$ cat config.mk
export PLATFORM = sky130hd
export DESIGN_NAME = clock_set_ctrl
export DESIGN_NICKNAME = d
export VERILOG_FILES = /design/src/rtl/clock_pkg.sv /design/src/rtl/clock_set_ctrl_btn_debounce.sv /design/src/rtl/clock_set_ctrl.sv
export SDC_FILE = /design/constraint.sdc
export NUM_CORES = 1
export LEC_CHECK = 0
export BUFFER_PORTS_ARGS = -buffer_cell sky130_fd_sc_hd__buf_2
export CAP_MARGIN = 20
export CORE_MARGIN = 5
export CORE_UTILIZATION = 25
export CTS_BUF_LIST = sky130_fd_sc_hd__clkbuf_4
export DETAILED_ROUTE_END_ITERATION = 10
export SKIP_LAST_GASP = 1
export SYNTH_ARGS = -nofsm -noshare
export SYNTH_HDL_FRONTEND = slang
export SYNTH_SLANG_ARGS = --single-unit
$ cat constraint.sdc
create_clock -name clk -period 8.8 [get_ports clk]
set_input_delay 1.32 -clock clk [delete_from_list [all_inputs] [get_ports clk]]
set_output_delay 1.32 -clock clk [all_outputs]
set_load 0.02 [all_outputs]
$ cat src/rtl/clock_pkg.sv
// Shared types, field limits and calendar helpers
// for the clock set controller.
package clock_pkg;

  typedef enum logic [2:0] {
    NONE  = 3'd0,
    HOUR  = 3'd1,
    MIN   = 3'd2,
    SEC   = 3'd3,
    DAY   = 3'd4,
    MONTH = 3'd5,
    YEAR  = 3'd6
  } field_e;

  typedef enum logic [2:0] {
    S_RUN,
    S_HOUR,
    S_MIN,
    S_SEC,
    S_DAY,
    S_MONTH,
    S_YEAR,
    S_COMMIT
  } state_e;

  localparam logic [4:0]  HOUR_MAX  = 5'd23;
  localparam logic [5:0]  MIN_MAX   = 6'd59;
  localparam logic [5:0]  SEC_MAX   = 6'd59;
  localparam logic [4:0]  DAY_MIN   = 5'd1;
  localparam logic [3:0]  MONTH_MIN = 4'd1;
  localparam logic [3:0]  MONTH_MAX = 4'd12;
  localparam logic [13:0] YEAR_MAX  = 14'd9999;

  localparam logic [4:0]  RST_DAY   = 5'd1;
  localparam logic [3:0]  RST_MONTH = 4'd1;
  localparam logic [13:0] RST_YEAR  = 14'd2024;

  function automatic logic is_leap(
    input logic [13:0] y
  );
    return ((y[1:0] == 2'b00) &&
            ((y % 14'd100) != 14'd0)) ||
           ((y % 14'd400) == 14'd0);
  endfunction

  function automatic logic [4:0] days_in_month(
    input logic [3:0]  m,
    input logic [13:0] y
  );
    logic [4:0] d;
    case (m)
      4'd4, 4'd6, 4'd9, 4'd11: d = 5'd30;
      4'd2: d = is_leap(y) ? 5'd29 : 5'd28;
      default: d = 5'd31;
    endcase
    return d;
  endfunction

  function automatic logic [13:0] wrap_step(
    input logic [13:0] v,
    input logic [13:0] lo,
    input logic [13:0] hi,
    input logic        up
  );
    if (up)
      return (v >= hi) ? lo : v + 14'd1;
    return (v <= lo) ? hi : v - 14'd1;
  endfunction

endpackage

$ cat src/rtl/clock_set_ctrl_btn_debounce.sv
// Push-button conditioner: 2-FF sync, stability
// counter, one-cycle pulse on an accepted press.
module btn_debounce #(
  parameter int DEBOUNCE_CYC = 1_000_000
) (
  input  logic clk,
  input  logic rst_n,
  input  logic btn_n,
  output logic press
);

  localparam int W = $clog2(DEBOUNCE_CYC + 1);
  localparam logic [W-1:0] CNT_MAX =
    W'(DEBOUNCE_CYC - 1);

  logic         s1;
  logic         s2;
  logic         stable;
  logic [W-1:0] cnt;

  always_ff @(posedge clk or negedge rst_n) begin
    if (!rst_n) begin
      s1     <= 1'b1;
      s2     <= 1'b1;
      stable <= 1'b1;
      cnt    <= '0;
      press  <= 1'b0;
    end else begin
      s1    <= btn_n;
      s2    <= s1;
      press <= 1'b0;
      if (s2 == stable) begin
        cnt <= '0;
      end else if (cnt == CNT_MAX) begin
        cnt    <= '0;
        stable <= s2;
        // only the released->pressed edge pulses
        press  <= stable;
      end else begin
        cnt <= cnt + 1'b1;
      end
    end
  end

endmodule

$ cat src/rtl/clock_set_ctrl.sv
// Time/date set-mode sequencer: 1 Hz enable, button
// driven shadow editing and atomic commit load.
module clock_set_ctrl
  import clock_pkg::*;
#(
  parameter int CLK_HZ       = 50_000_000,
  parameter int DEBOUNCE_CYC = 1_000_000
) (
  input  logic        clk,
  input  logic        rst_n,
  input  logic        btn_change_n,
  input  logic        btn_inc_n,
  input  logic        btn_dec_n,
  input  logic [5:0]  cur_sec,
  input  logic [5:0]  cur_min,
  input  logic [4:0]  cur_hour,
  input  logic [4:0]  cur_day,
  input  logic [3:0]  cur_month,
  input  logic [13:0] cur_year,
  output logic        tick_1hz,
  output logic        load,
  output logic [5:0]  ld_sec,
  output logic [5:0]  ld_min,
  output logic [4:0]  ld_hour,
  output logic [4:0]  ld_day,
  output logic [3:0]  ld_month,
  output logic [13:0] ld_year,
  output logic        edit_active,
  output logic [2:0]  edit_field,
  output logic        blink
);

  localparam int DIV_W = $clog2(CLK_HZ + 1);
  localparam logic [DIV_W-1:0] DIV_MAX =
    DIV_W'(CLK_HZ - 1);
  localparam int BLK_N =
    (CLK_HZ / 4 > 0) ? CLK_HZ / 4 : 1;
  localparam int BLK_W = $clog2(BLK_N + 1);
  localparam logic [BLK_W-1:0] BLK_MAX =
    BLK_W'(BLK_N - 1);

  state_e state_q;
  state_e state_d;

  logic chg_p;
  logic inc_p;
  logic dec_p;
  logic adj_up;
  logic adj_dn;

  logic [5:0]  sh_sec;
  logic [5:0]  sh_min;
  logic [4:0]  sh_hour;
  logic [4:0]  sh_day;
  logic [3:0]  sh_month;
  logic [13:0] sh_year;
  logic [4:0]  dmax;

  logic [13:0] fv;
  logic [13:0] flo;
  logic [13:0] fhi;
  logic [13:0] fnv;

  logic [DIV_W-1:0] div_q;
  logic [BLK_W-1:0] blk_cnt;

  btn_debounce #(.DEBOUNCE_CYC(DEBOUNCE_CYC))
    u_db_chg (
    .clk  (clk),
    .rst_n(rst_n),
    .btn_n(btn_change_n),
    .press(chg_p)
  );

  btn_debounce #(.DEBOUNCE_CYC(DEBOUNCE_CYC))
    u_db_inc (
    .clk  (clk),
    .rst_n(rst_n),
    .btn_n(btn_inc_n),
    .press(inc_p)
  );

  btn_debounce #(.DEBOUNCE_CYC(DEBOUNCE_CYC))
    u_db_dec (
    .clk  (clk),
    .rst_n(rst_n),
    .btn_n(btn_dec_n),
    .press(dec_p)
  );

  always_ff @(posedge clk or negedge rst_n) begin
    if (!rst_n) state_q <= S_RUN;
    else        state_q <= state_d;
  end

  always_comb begin
    state_d     = state_q;
    load        = 1'b0;
    tick_1hz    = 1'b0;
    edit_active = 1'b0;
    edit_field  = NONE;
    case (state_q)
      S_RUN: begin
        tick_1hz = (div_q == DIV_MAX);
        if (chg_p) state_d = S_HOUR;
      end
      S_HOUR: begin
        edit_active = 1'b1;
        edit_field  = HOUR;
        if (chg_p) state_d = S_MIN;
      end
      S_MIN: begin
        edit_active = 1'b1;
        edit_field  = MIN;
        if (chg_p) state_d = S_SEC;
      end
      S_SEC: begin
        edit_active = 1'b1;
        edit_field  = SEC;
        if (chg_p) state_d = S_DAY;
      end
      S_DAY: begin
        edit_active = 1'b1;
        edit_field  = DAY;
        if (chg_p) state_d = S_MONTH;
      end
      S_MONTH: begin
        edit_active = 1'b1;
        edit_field  = MONTH;
        if (chg_p) state_d = S_YEAR;
      end
      S_YEAR: begin
        edit_active = 1'b1;
        edit_field  = YEAR;
        if (chg_p) state_d = S_COMMIT;
      end
      S_COMMIT: begin
        load    = 1'b1;
        state_d = S_RUN;
      end
      default: state_d = S_RUN;
    endcase
  end

  // change outranks inc/dec; inc with dec cancels
  assign adj_up = edit_active & inc_p
                & ~dec_p & ~chg_p;
  assign adj_dn = edit_active & dec_p
                & ~inc_p & ~chg_p;

  assign dmax = days_in_month(sh_month, sh_year);

  always_comb begin
    fv  = '0;
    flo = '0;
    fhi = '0;
    unique case (1'b1)
      state_q == S_HOUR: begin
        fv  = 14'(sh_hour);
        fhi = 14'(HOUR_MAX);
      end
      state_q == S_MIN: begin
        fv  = 14'(sh_min);
        fhi = 14'(MIN_MAX);
      end
      state_q == S_SEC: begin
        fv  = 14'(sh_sec);
        fhi = 14'(SEC_MAX);
      end
      state_q == S_DAY: begin
        fv  = 14'(sh_day);
        flo = 14'(DAY_MIN);
        fhi = 14'(dmax);
      end
      state_q == S_MONTH: begin
        fv  = 14'(sh_month);
        flo = 14'(MONTH_MIN);
        fhi = 14'(MONTH_MAX);
      end
      state_q == S_YEAR: begin
        fv  = sh_year;
        fhi = YEAR_MAX;
      end
      default: ;
    endcase
    fnv = wrap_step(fv, flo, fhi, adj_up);
  end

  always_ff @(posedge clk or negedge rst_n) begin
    if (!rst_n) begin
      sh_sec   <= '0;
      sh_min   <= '0;
      sh_hour  <= '0;
      sh_day   <= RST_DAY;
      sh_month <= RST_MONTH;
      sh_year  <= RST_YEAR;
    end else if (state_q == S_RUN && chg_p) begin
      sh_sec   <= cur_sec;
      sh_min   <= cur_min;
      sh_hour  <= cur_hour;
      sh_day   <= cur_day;
      sh_month <= cur_month;
      sh_year  <= cur_year;
    end else if (state_q == S_YEAR && chg_p) begin
      if (sh_day > dmax) sh_day <= dmax;
    end else if (adj_up || adj_dn) begin
      unique case (1'b1)
        state_q == S_HOUR:  sh_hour  <= fnv[4:0];
        state_q == S_MIN:   sh_min   <= fnv[5:0];
        state_q == S_SEC:   sh_sec   <= fnv[5:0];
        state_q == S_DAY:   sh_day   <= fnv[4:0];
        state_q == S_MONTH: sh_month <= fnv[3:0];
        state_q == S_YEAR:  sh_year  <= fnv;
        default: ;
      endcase
    end
  end

  // divider restarts from 0 after every commit
  always_ff @(posedge clk or negedge rst_n) begin
    if (!rst_n) begin
      div_q <= '0;
    end else if (state_q == S_RUN) begin
      if (div_q == DIV_MAX) div_q <= '0;
      else                  div_q <= div_q + 1'b1;
    end else begin
      div_q <= '0;
    end
  end

  always_ff @(posedge clk or negedge rst_n) begin
    if (!rst_n) begin
      blk_cnt <= '0;
      blink   <= 1'b0;
    end else if (state_d != state_q) begin
      blk_cnt <= '0;
      blink   <= 1'b0;
    end else if (edit_active) begin
      if (blk_cnt == BLK_MAX) begin
        blk_cnt <= '0;
        blink   <= ~blink;
      end else begin
        blk_cnt <= blk_cnt + 1'b1;
      end
    end else begin
      blk_cnt <= '0;
      blink   <= 1'b0;
    end
  end

  assign ld_sec   = sh_sec;
  assign ld_min   = sh_min;
  assign ld_hour  = sh_hour;
  assign ld_day   = sh_day;
  assign ld_month = sh_month;
  assign ld_year  = sh_year;

endmodule

==> results of run 1 <==
[what timing repair did]
item / 4_1_cts / 5_1_grt
pin swaps: 0 / 3
gates resized for setup: 3 / 21
buffers inserted: 0 / 13
setup endpoints to repair: 2 / 40
[stage by stage]
stage | hold slack (ps) | std cells
final | 367.8 | 1900
after global placement | 348.5 | 1854
after floorplan | 345.2 | 1260
after CTS | 369.7 | 1886
after detailed placement | 351.2 | 1854
after global routing | 371.6 | 1900
[where the power goes]
| part | switching, mW | internal [mW] |
|---|---|---|
| sequential | 0.00423 | 0.769 |
| clock | 0.277 | 0.203 |
| combinational | 0.0264 | 0.0112 |
| total | 0.307 | 0.983 |
[placed cells by master (no fill, tap or decap), drive strengths merged, types with 6 or more instances in the layout]
cell type / count
nor2: 201
dfrtp: 148
buf: 127
nand2: 126
a21oi: 68
nand3: 66
o21ai: 61
xnor2: 58
xor2: 57
inv: 42
and3: 30
o31ai: 25
nor3: 21
ha: 20
clkbuf: 19
nand4: 18
nor2b: 18
dfstp: 18
or3: 18
a21o: 14
mux2i: 13
nor4: 12
and2: 12
clkinv: 10
o211ai: 9
mux2: 9
a211oi: 8
or2: 8
nand2b: 7
a31oi: 7
a221oi: 6
o21a: 6
[state kept, by name, summed over array words and instances (netlist names), 3 cells and up]
register      count
blk_cnt          24
div_q            26
ld_day            5
ld_hour           5
ld_min            6
ld_month          4
ld_sec            6
ld_year          14
state_q           3
u_db_chg.cnt     20
u_db_dec.cnt     20
u_db_inc.cnt     20
[layer usage]
layer / part of all wire [%] / global-route usage, % / vias up
met5: 0 / 0 / -
met4: 1.5 / 2.311 / 0
met3: 3.4 / 2.163 / 35
met2: 47 / 20.05 / 184
met1: 48 / 16.69 / 4496
li1: - / - / 4623
[worst register-to-register path, delay by kind of cell (launching register included)]
| family | cells | cell delay [ps] |
|---|---|---|
| AND/OR/NAND/NOR | 7 | 1090 |
| multiplexers | 3 | 800 |
| buffers and inverters | 3 | 560 |
| flip-flops | 1 | 420 |
| XOR/XNOR | 1 | 200 |
| adder cells (fa/ha/maj) | 2 | 600 |
| AO/OA/AOI/OAI | 22 | 4660 |
[cells in the mapped netlist, drive strengths merged (18+ instances only)]
library cell  count  area share [%]
xnor2            58             4.8
clkbuf           44             1.6
o31ai            25             1.8
dfstp            18             4.4
or3              18             1.1
xor2             57             4.7
inv              40             1.4
o21ai            61             2.9
nor2b            18             1.1
nand2           126             4.4
nand4            18             1.1
ha               20             2.3
dfrtp           148              35
nor3             21            0.99
nand3            66             3.1
and3             30             1.8
a21oi            68             3.2
nor2            201             7.1
[layout make-up]
type	count	area, µm²
Clock buffer	19	142.6
Sequential cell	166	4180
Tap cell	539	674.4
Clock inverter	13	155.1
Multi-Input combinational cell	994	6193
Timing Repair Buffer	127	743.2
Inverter	42	157.7
Fill cell	4462	29790
[cell families (layout without fill, tap and decap cells)]
group	after synthesis	count (layout)
AOI/OAI and AO/OA	270	270
xor gates and xnor gates	115	115
adders and majority gates	22	22
buffers and inverters	100	201
DFF	166	166
muxes	22	22
and+or+nand+nor	565	565
[path summary, 6_finish.rpt]
path / endpoint / slack, ps / depth (start not counted)
hold reg to reg: u_db_inc.s2 / 370 / 0
hold / removal: u_db_inc.s2 / 370 / 0
setup reg to reg: ld_hour[3] / 370 / 38
max in group asynchronous: ld_year[11] / 6540 / 2
min in group asynchronous: div_q[21] / 860 / 1
setup / recovery: ld_hour[3] / 370 / 38
==> flow_metrics.tcl, run 1 <==
set metrics [dict create \
    seq_area_frac_synth_pct 39.21 \
    cts_tree "built" \
    synth_cell_types 92 \
    post-route-cell-area_um2 12250 \
    start_util_pct 25.34 \
    synth_compound_area_share_pct 17.81 \
    critical_path.top_delay_family "compound AO/OA/AOI/OAI gates" \
    clockBufferDepth 2 \
    clk_latency_ps 570 \
    total_leakage_power_nw 5.167 \
    routed_wl_um 29230 \
    maxSlewHeadroom_pct 36.66 \
    peakVddDrop_v 0.00007400 \
    period_share_pct 95.75 \
    synth_ff_type "dfrtp_1" \
    grt_use_total_pct 12.08 \
    synth_edf_count 0 \
    antenna_found_initial 0 \
    cp-start-kind "flop" \
    syn_area_um2 10650 \
    tns_ps 0 \
    setup_viol 0 \
    cts-htree-levels 4 \
    hpwl_um 21460 \
    drive_above_1_share_pct 16.75 \
    synthArstFlopShare_pct 100.0 \
    die_area_um2 46840 \
    drc_errors 0 \
    critPathMostFrequentCell "a21o_1" \
    netlist_instances 1260 \
    die_x_um 216.4 \
    r2r_start "ld_year[10]" \
    crit_path_top_delay_cell "dfstp_2" \
    power_mw 1.291 \
    syn_area_per_cell_um2 8.455 \
    syn_nets 1325 \
    fin_crit_ps 8426 \
    avgRoutedWirePerCell_um 15.38 \
    cap_viol_max_count 0 \
    synth_fa_ha_area_share_pct 2.560 \
    skew_ps 37.60 \
    dr_total_vias 9338 \
    drt_iter0_markers 859 \
    yosys.area_share.simple_pct 25.08 \
    rows 75 \
    ios 92 \
    place.port_buffers 91 \
    cts_sinks 166 \
    grt_pass1_vias 9040 \
    hp-class "flop to flop" \
    timing.final.ws_setup_ps 374.3 \
    synthMuxAreaShare_pct 2.173 \
    synth_top_family_by_area "simple AND/OR/NAND/NOR gates" \
    path_max_fanout 10 \
    fin_nets 1413 \
    cts_made_buffers 17 \
    crit_start "ld_year[10]" \
    cp.arrival_ps 8900 \
    clk_pin_slew_ps 160 \
    cp-end-kind "flop" \
    grt_pass1_wl_um 47540 \
    root_buffer "clkbuf_4" \
    path_buf_inv 3 \
    syn2layout_area_growth_pct 14.96 \
    worst_pin_slew_ps 950.1 \
    p_per_area_nw_per_um2 105.4 \
    crit_type "flop to flop" \
    ant_nets 0 \
    hp-start "u_db_inc.s1" \
    grt_max_degree 105 \
    finalHoldViolations 0 \
    status "finished clean" \
    pre_cts_ws_ps 52.58 \
    ys_ff_latch 166 \
    dr.pass1.iters 5 \
    yosysWarnings 0 \
    cpPeakStageDelay_ps 420 \
    required_ps 9270 \
    die_y_um 216.4 \
    fmax_mhz 118.7 \
    design.core.area_um2 42040 \
    finalWeightedCongestion 0.9127 \
    slew_viol_final 0 \
    synth_xor_area_share_pct 9.525 \
    placed_area_um2 11730 \
    grt_overflow 0 \
    cts_hold_buf 0 \
    fin_util_pct 29.13 \
    antennaDiodeCount 0 \
    viasPerCell 4.915 \
]
(Power assumes the default switching activity.)
==> inputs of run 2 (changes only) <==
--- a/config.mk
+++ b/config.mk
@@ -7,10 +7,10 @@
 export LEC_CHECK = 0
 export BUFFER_PORTS_ARGS = -buffer_cell sky130_fd_sc_hd__buf_2
 export CAP_MARGIN = 20
-export CORE_MARGIN = 5
 export CORE_UTILIZATION = 25
 export CTS_BUF_LIST = sky130_fd_sc_hd__clkbuf_4
 export DETAILED_ROUTE_END_ITERATION = 10
+export GPL_TIMING_DRIVEN = 0
 export SKIP_LAST_GASP = 1
 export SYNTH_ARGS = -nofsm -noshare
 export SYNTH_HDL_FRONTEND = slang
==> run 2 against run 1 <==
  * Non-clock buffer count grew 38
  * Final cell count grew 2.1%
  * Cell area grew 1.2%
  * Die area shrank 7.3%
  * Hold slack lost 3.0 ps
  * Clock power shrank 5.2%
  * Utilization grew 0.40 points
  * Clock skew shrank 3.6 ps
  * Sequential power is essentially flat
==> flow_metrics.tcl, run 2 (same netlist as run 1, synthesis figures left out) <==
set metrics [dict create \
    period_share_pct 96.03 \
    setup_viol 0 \
    avgRoutedWirePerCell_um 15.18 \
    critPathMostFrequentCell "a21o_1" \
    cp-start-kind "flop" \
    drive_above_1_share_pct 16.15 \
    pre_cts_ws_ps -879.2 \
    start_util_pct 25.40 \
    grt_overflow 0 \
    mostFrequentLayoutCell "nor2_1" \
    grt_pass1_vias 8973 \
    drt_iter0_markers 671 \
    cts_tree "built" \
    hpwl_um 21880 \
    total_leakage_power_nw 5.181 \
    clockBufferDepth 2 \
    die_x_um 208.4 \
    crit_path_top_delay_cell "or4b_4" \
    crit_type "flop to flop" \
    ios 92 \
    fin_nets 1451 \
    viasPerCell 5.003 \
    cts-htree-levels 4 \
    cts_made_buffers 17 \
    path_max_fanout 10 \
    regMostFlops "div_q" \
    die_area_um2 43440 \
    cpPeakStageDelay_ps 590 \
    hold_ws_ps 364.8 \
    final_cell_mix "nor2_1 (199), dfrtp_1 (147), nand2_1 (125), buf_2 (98), nand3_1 (66)" \
    reg.largest.list "div_q: 26 flops, blk_cnt: 24 flops" \
    dr_total_vias 9700 \
    nFillCells 4370 \
    cap_viol_max_count 0 \
    required_ps 9290 \
    finalWeightedCongestion 0.9130 \
    rows 75 \
    antenna_found_initial 1 \
    root_buffer "clkbuf_4" \
    clk_latency_ps 560 \
    drc_errors 0 \
    skew_ps 34.03 \
    syn2layout_area_growth_pct 16.29 \
    slew_viol_final 0 \
    timing.final.ws_setup_ps 349.4 \
    peakVddDrop_v 0.00006417 \
    worst_pin_slew_ps 911.9 \
    cp.arrival_ps 8940 \
    grt_use_total_pct 13.33 \
    fmax_mhz 118.3 \
    cp-end-kind "flop" \
    grt_max_degree 91 \
    hp-class "flop to flop" \
    largest_reg_flops 26 \
    status "finished clean" \
    grt_pass1_wl_um 47280 \
    p_per_area_nw_per_um2 102.4 \
    fin_crit_ps 8451 \
    finalHoldViolations 0 \
    maxSlewHeadroom_pct 38.74 \
    dr.pass1.iters 7 \
    place.port_buffers 91 \
    post-route-cell-area_um2 12390 \
    tns_ps 0 \
    design.core.area_um2 41950 \
    cts_sinks 166 \
    power_mw 1.268 \
    cts_hold_buf 0 \
    routed_wl_um 29430 \
    ant_nets 0 \
    die_y_um 208.4 \
    placed_area_um2 11830 \
    clk_pin_slew_ps 150 \
]
==> run 2: changes by cell type in the layout (fill, tap and decap cells not counted), sizes merged <==
cell / change
buf: -3
bufinv: -1
clkbuf: +39
clkinv: +1
clkinvlp: +2
diode: +1
==> run 2: area by class of cell <==
cell class                 instances  area (µm²)  share of cell area (%)
antenna                            1       2.502                 0.02020
buffer                            57       246.5                   1.990
clock buffer                      17       127.6                   1.030
clock inverter                    15       155.1                   1.252
inverter                          42       157.7                   1.273
multi-input combinational        994        6233                   50.32
sequential                       166        4178                   33.72
tap                              539       674.4                   5.444
timing repair buffer             108       613.1                   4.949
==> run 2: what timing repair did <==
action / CTS / global route
gates resized for setup: 15 / 28
pin swaps: 0 / 7
setup endpoints to repair: 40 / 40
buffers inserted: 2 / 13
==> run 2: worst paths after layout <==
kind / startpoint / cells past startpoint / end / slack, ps
setup reg to reg: ld_year[10] / 38 / ld_day[0] / 350
hold reg to reg: u_db_chg.s1 / 0 / u_db_chg.s2 / 360
min in group asynchronous: rst_n / 1 / blk_cnt[15] / 710
hold / removal: u_db_chg.s1 / 0 / u_db_chg.s2 / 360
setup / recovery: ld_year[10] / 38 / ld_day[0] / 350
max in group asynchronous: rst_n / 2 / u_db_inc.s2 / 7230
==> run 2: per-stage QoR <==
| step | utilization, % | std cells |
|---|---|---|
| 6_report | 29.53 | 1939 |
| 3_5_place_dp | 28.20 | 1892 |
| 3_3_place_gp | 28.09 | 1890 |
| 2_1_floorplan | - | 1260 |
| 4_1_cts | 29.04 | 1925 |
| 5_1_grt | 29.53 | 1939 |
==> run 2: power by group <==
group	internal [mW]	switching, mW	leakage, nW	total (mW)
logic	0.0127	0.0270	2.96	0.0397
clock network	0.170	0.286	0.150	0.455
registers	0.769	0.00409	2.07	0.773
total	0.952	0.317	5.18	1.27
==> run 2: critical path, delay by kind of cell (launching register included) <==
kind	cells	cell delay (ps)
AO/OA/AOI/OAI	22	4690
adder cells (fa/ha/maj)	1	260
buffers and inverters	5	870
flip-flops	1	550
multiplexers	2	610
AND/OR/NAND/NOR	8	1440
==> run 2: per-layer routing <==
metal / wire, µm / part of all wire (%) / track usage [%]
met5: 0 / 0 / 0
met4: 395 / 1.3 / 2.810
met2: 14010 / 48 / 22.11
met1: 13600 / 46 / 17.87
met3: 1424 / 4.8 / 2.611
